File: src/rtl/hc595_serial_driver.sv
// Serialises one DAT_WIDTH-bit frame into a 74HC595 chain: DAT_WIDTH sclk pulses then one rclk latch.
// Optional build macro HC595_LSB_FIRST_EN sends dat[0] first; default is MSB first.
module hc595_serial_driver #(
   parameter int unsigned DAT_WIDTH = 16,
   parameter int unsigned CLK_DIV   = 8
) (
   input  logic                 clk,
   input  logic                 rst,
   input  logic [DAT_WIDTH-1:0] dat,
   input  logic                 vld,
   output logic                 rdy,
   output logic                 sclk,
   output logic                 rclk,
   output logic                 dio
);

   localparam int unsigned DivW = $clog2(CLK_DIV) + 1;
   localparam int unsigned BitW = $clog2(DAT_WIDTH) + 1;
   localparam logic [DivW-1:0] DivLast = DivW'(CLK_DIV - 1);
   localparam logic [BitW-1:0] BitLast = BitW'(DAT_WIDTH - 1);

   typedef enum logic [1:0] {StIdle, StShift, StLatch} state_e;

   state_e               state_q, state_d;
   logic [DAT_WIDTH-1:0] shreg_q, shreg_d;
   logic [DivW-1:0]      div_cnt_q, div_cnt_d;
   logic [BitW-1:0]      bit_cnt_q, bit_cnt_d;
   logic                 rdy_q, rdy_d, sclk_q, sclk_d, rclk_q, rclk_d, dio_q, dio_d;

   // dio is a registered copy of the outgoing stage, so shreg holds only unsent bits.
   logic                 load_bit, next_bit;
   logic [DAT_WIDTH-1:0] load_rest, next_rest;
`ifdef HC595_LSB_FIRST_EN
   assign load_bit  = dat[0];
   assign load_rest = dat >> 1;
   assign next_bit  = shreg_q[0];
   assign next_rest = shreg_q >> 1;
`else
   assign load_bit  = dat[DAT_WIDTH-1];
   assign load_rest = dat << 1;
   assign next_bit  = shreg_q[DAT_WIDTH-1];
   assign next_rest = shreg_q << 1;
`endif

   always_ff @(posedge clk or posedge rst) begin
      if (rst) begin
         state_q   <= StIdle;
         shreg_q   <= '0;
         div_cnt_q <= '0;
         bit_cnt_q <= '0;
         rdy_q     <= 1'b1;
         sclk_q    <= 1'b0;
         rclk_q    <= 1'b0;
         dio_q     <= 1'b0;
      end else begin
         state_q   <= state_d;
         shreg_q   <= shreg_d;
         div_cnt_q <= div_cnt_d;
         bit_cnt_q <= bit_cnt_d;
         rdy_q     <= rdy_d;
         sclk_q    <= sclk_d;
         rclk_q    <= rclk_d;
         dio_q     <= dio_d;
      end
   end

   always_comb begin
      state_d   = state_q;
      shreg_d   = shreg_q;
      div_cnt_d = div_cnt_q;
      bit_cnt_d = bit_cnt_q;
      rdy_d     = rdy_q;
      sclk_d    = sclk_q;
      rclk_d    = rclk_q;
      dio_d     = dio_q;
      case (state_q)
         StIdle: begin
            if (vld) begin
               state_d   = StShift;
               shreg_d   = load_rest;
               dio_d     = load_bit;
               rdy_d     = 1'b0;
               sclk_d    = 1'b0;
               div_cnt_d = '0;
               bit_cnt_d = '0;
            end
         end
         StShift: begin
            if (div_cnt_q == DivLast) begin
               div_cnt_d = '0;
               if (!sclk_q) begin
                  sclk_d = 1'b1;
               end else begin
                  sclk_d = 1'b0;
                  if (bit_cnt_q == BitLast) begin
                     rclk_d    = 1'b1;
                     bit_cnt_d = '0;
                     state_d   = StLatch;
                  end else begin
                     // New low phase: the only place dio is allowed to change.
                     bit_cnt_d = bit_cnt_q + BitW'(1);
                     dio_d     = next_bit;
                     shreg_d   = next_rest;
                  end
               end
            end else begin
               div_cnt_d = div_cnt_q + DivW'(1);
            end
         end
         StLatch: begin
            if (div_cnt_q == DivLast) begin
               div_cnt_d = '0;
               rclk_d    = 1'b0;
               rdy_d     = 1'b1;
               state_d   = StIdle;
            end else begin
               div_cnt_d = div_cnt_q + DivW'(1);
            end
         end
         default: state_d = StIdle;
      endcase
   end

   assign rdy  = rdy_q;
   assign sclk = sclk_q;
   assign rclk = rclk_q;
   assign dio  = dio_q;

endmodule

File: config.mk
export PLATFORM = sky130hd
export DESIGN_NAME = hc595_serial_driver
export DESIGN_NICKNAME = d
export VERILOG_FILES = /design/src/rtl/hc595_serial_driver.sv
export SDC_FILE = /design/constraint.sdc
export NUM_CORES = 1
export LEC_CHECK = 0
export ABC_AREA = 0
export BUFFER_PORTS_ARGS = -buffer_cell sky130_fd_sc_hd__buf_2
export CORE_MARGIN = 2
export CORE_UTILIZATION = 50
export DETAILED_ROUTE_END_ITERATION = 16
export GPL_TIMING_DRIVEN = 0
export PLACE_DENSITY = 0.74
export SLEW_MARGIN = 40
export SYNTH_ARGS = -nofsm -noshare
export SYNTH_HDL_FRONTEND = slang
export SYNTH_SLANG_ARGS = --single-unit
File: constraint.sdc
create_clock -name clk -period 1.7 [get_ports clk]
set_input_delay 0.085 -clock clk [delete_from_list [all_inputs] [get_ports clk]]
set_output_delay 0.085 -clock clk [all_outputs]
set_load 0.01 [all_outputs]
==> impl_results.md <==
* Result of the run: finished with violations
* Failing checks: negative setup slack
* Worst Hold Launch: dat[15]
* Full die area at between 0.003 and 0.004 sq mm
* CTS root buf: sky130_fd_sc_hd__clkbuf_4
* R2r startpoint: bit_cnt_q[1]
* Clock insertion delay at the later pin of the skew report at 340 ps
* Crit Reg-Reg Endpoint: shreg_q[6]
* Final weighted congestion in routability-driven placement at approximately 0.8
* Worst clock skew on the final layout at 9.71 ps
* Depth of the worst register-to-register path at 7
* Register-to-Register Setup Slack at -70 ps
* Row count at 20
* Endpoint required time on the critical path at 1980 ps
* Overall die height at about 60 microns
* Type of the worst min-delay path: in2reg
* Seq cells post-synth at 30
* Leak at between 0.9 and 1 nW
* Number of DRC violations after detailed-routing iteration 0 at 98
* Mean Syn Cell Area at ~11 sq um
* Setup CP Type: reg2reg
* Ys flop type: sky130_fd_sc_hd__dfrtp_1
* Post-synthesis cell type with the largest combined area: sky130_fd_sc_hd__dfrtp_1
* Signal arrival time at the worst endpoint at 2050 ps
* Core region area at around 0.003 sq mm
* CTS Buf Count at 5
* Clock-pin transition on the worst setup and hold timing paths at 90 ps
* Library cell with the highest instance count after synthesis: sky130_fd_sc_hd__dfrtp_1
* Top-level I/O count at 23
* Initial core utilization at 0.513
* Post-layout power at between 3 and 4 mW
* Register cell area after layout at ~750 sq um
* Top cells by area, synth: sky130_fd_sc_hd__dfrtp_1 47%, sky130_fd_sc_hd__o221a_2 5.8%, sky130_fd_sc_hd__nand2b_1 5.3%, sky130_fd_sc_hd__o221a_1 5.1%, sky130_fd_sc_hd__ha_1 4.1%
* Largest fanout of any net on the critical path at 7
* Hold-critical path endpoint: dio
* Number of buffers inserted by port buffering at 22
* Element type at the critical path start: flop
* CTS tree: yes
* Yosys synthesis warning count at 0
* Slew Limit Headroom at 0.587
* Wire length after detailed routing at ~3600 microns
* Layout fillers at about 230
* Power density relative to cell area at around 1500 mW/mm^2
* Worst-margin pin slew at between 600 and 700 ps
* All-Layer GR Usage at 0.237
* Commonest cells in the netlist: 29 x sky130_fd_sc_hd__dfrtp_1, 13 x sky130_fd_sc_hd__nand2b_1, 12 x sky130_fd_sc_hd__nand2_1
* Post-DRT Antenna Nets at 0
* Synthesis-to-finish area growth at 37.3%
* Sort of element at the end of the critical path: flop
* Final setup fails at 12
* Wire length of the first global-routing pass at ~6100 microns
* Count of vias placed by the detailed router at 1345
* Final hold violation count at 0
* Vias per inst at about 5.9
* Maximum number of pins on one net before global-route repair at 31
* Via count of the first global-routing pass at 1337
* IR drop worst, VDD at just under 0.9 mV
* Part of the cycle the worst path needs at 1.04
* Netlist area before placement at ~0.0015 sq mm
* Floorplan die width at 59.5 microns
* Final setup slack of the worst path at -73.1 ps
* Area used by multi-input combinational logic at 863 sq um
* Synth top area share at 0.471
* Pins over their slew limit at 0
* Maximum frequency from static timing analysis at about 0.56 GHz
* Utilization of the core after routing at 0.705
* Antenna diode count at 0
* Number of cells produced by synthesis at between 100 and 150
* Depth of the CTS H-tree at 2
* Count of distinct cell types in the synthesized netlist at 37
* GRT Residual Overflow at 0
* Deepest clock path buffer count at 2
* Maxcap violations at 0
* Number of nets produced by synthesis at between 150 and 200
* Crit path time final at around 1800 ps
* Number of enable-type register cells in the synthesized netlist at 0
* Per-cell routed wire length at between 15 and 20 microns
* Worst hold path stage count at 2
* DRC violation count after routing at 0
* Share of flip-flops with an asynchronous set or reset after synthesis at 1.00
* Count of clock tree sinks at 30
* Part of the Yosys area used for sequential elements at 0.488
* Final HPWL DP at 2210 microns
* First-pass iteration count of the detailed router at 5
* Setup repair after global routing missed its margin: true
* Number of antenna violations at the first check in global routing at 0
* Number of nets in the final layout at ~220
* Share of post-route cells with drive strength above 1 at 0.423
* Worst hold slack across all endpoints at approximately 12 ps
-- layer usage --
| layer | up-vias | part of all wire | global-route usage |
|---|---|---|---|
| met5 | - | 0 | 0 |
| met4 | 0 | 0.021 | 0.102 |
| met3 | 7 | 0.054 | 0.0721 |
| met2 | 38 | 0.50 | 0.380 |
| met1 | 659 | 0.43 | 0.294 |
| li1 | 641 | - | - |
-- kinds of logic (layout without fill, tap and decap cells) --
logic type                 count (synthesis)  in the layout  share of synthesized area
muxes                                      2              2                     0.0138
adders and majority gates                  5              5                     0.0406
buffers and inverters                     10             62                     0.0333
and+or+nand+nor                           49             49                      0.180
AOI/OAI and AO/OA                         46             46                      0.244
DFF                                       30             30                      0.488
-- critical path, stage by stage, from the launching register on --
cell                       delay (ps)
sky130_fd_sc_hd__dfrtp_1          420
sky130_fd_sc_hd__ha_4             170
sky130_fd_sc_hd__and4b_4          180
sky130_fd_sc_hd__o41a_1           420
sky130_fd_sc_hd__buf_6            150
sky130_fd_sc_hd__buf_6            130
sky130_fd_sc_hd__nand2b_1          80
sky130_fd_sc_hd__o221a_1          170
-- sequential cells by signal, indices dropped and copies added (netlist names) --
name / cells
div_cnt_q: 4
rdy: 1
dio: 1
shreg_q: 15
bit_cnt_q: 5
state_q: 2
rclk: 1
sclk: 1
-- power by group --
part           leakage [nW]  switching [mW]  internal [mW]
registers             0.361           0.176          0.950
logic                 0.585           0.602          0.841
clock network        0.0446           0.259          0.282
total                 0.990            1.04           2.07
-- per-stage QoR --
stage	TNS, ps	instance area, sq um	setup WS (ps)	std cells
after global routing	-1610	2120	-126	227
final	-510	2120	-73.1	227
after floorplan	-5.83	1550	-5.83	142
after global placement	-3300	1700	-233	197
after detailed placement	-4080	1700	-272	197
after CTS	-2.64	2010	-1.57	223
-- layout by cell type, fill, tap and decap left out, drive strengths merged --
| cell | Yosys | layout |
|---|---|---|
| nand3 | 3 | 3 |
| o21ai | 11 | 11 |
| o41a | 1 | 1 |
| ha | 5 | 5 |
| o21a | 1 | 1 |
| nand2 | 13 | 13 |
| nand2b | 13 | 13 |
| o2bb2ai | 1 | 1 |
| and4b | 1 | 1 |
| a22o | 2 | 2 |
| mux2i | 1 | 1 |
| a2bb2oi | 1 | 1 |
| a31oi | 2 | 2 |
| nand4b | 2 | 2 |
| nor2b | 2 | 2 |
| mux2 | 1 | 1 |
| and3 | 1 | 1 |
| nor2 | 7 | 7 |
| nor3 | 2 | 2 |
| inv | 5 | 5 |
| dfstp | 1 | 1 |
| clkbuf | 1 | 9 |
| a21oi | 5 | 5 |
| nand3b | 2 | 2 |
| or2b | 3 | 3 |
| o221a | 15 | 15 |
| a21o | 2 | 2 |
| o31ai | 1 | 1 |
| dfrtp | 29 | 29 |
| buf | 4 | 44 |
| o41ai | 1 | 1 |
| dlygate4sd3 | 0 | 4 |
| a32o | 3 | 3 |
-- cell type report --
| class | count | share of cell area |
|---|---|---|
| clock buffers | 8 | 0.0373 |
| plain buffers | 4 | 0.0195 |
| inverters | 5 | 0.00887 |
| multi-input cells | 102 | 0.408 |
| repair buffers | 45 | 0.151 |
| flip-flops and latches | 30 | 0.355 |
| well taps | 33 | 0.0195 |
-- how the worst max path moves through the flow --
stage / from / end / slack [ps] / cells after the start
floorplan: state_q[0] / shreg_q[9] / -6 / 8
global placement: state_q[0] / shreg_q[12] / -230 / 7
detailed placement: state_q[0] / dio / -270 / 7
CTS: state_q[0] / shreg_q[11] / -2 / 9
global route: bit_cnt_q[1] / shreg_q[3] / -130 / 7
finish: bit_cnt_q[1] / shreg_q[6] / -70 / 7
-- what timing repair did --
| action | in CTS | in global routing |
|---|---|---|
| pin swaps | 4 | 2 |
| hold endpoints to repair | 31 | 1 |
| setup endpoints to repair | 20 | 20 |
| buffers inserted | 15 | 3 |
| hold buffers | 3 | 1 |
| cloned | 1 | 0 |
| gates resized for setup | 19 | 12 |
Power figures use the tool's default switching activity.
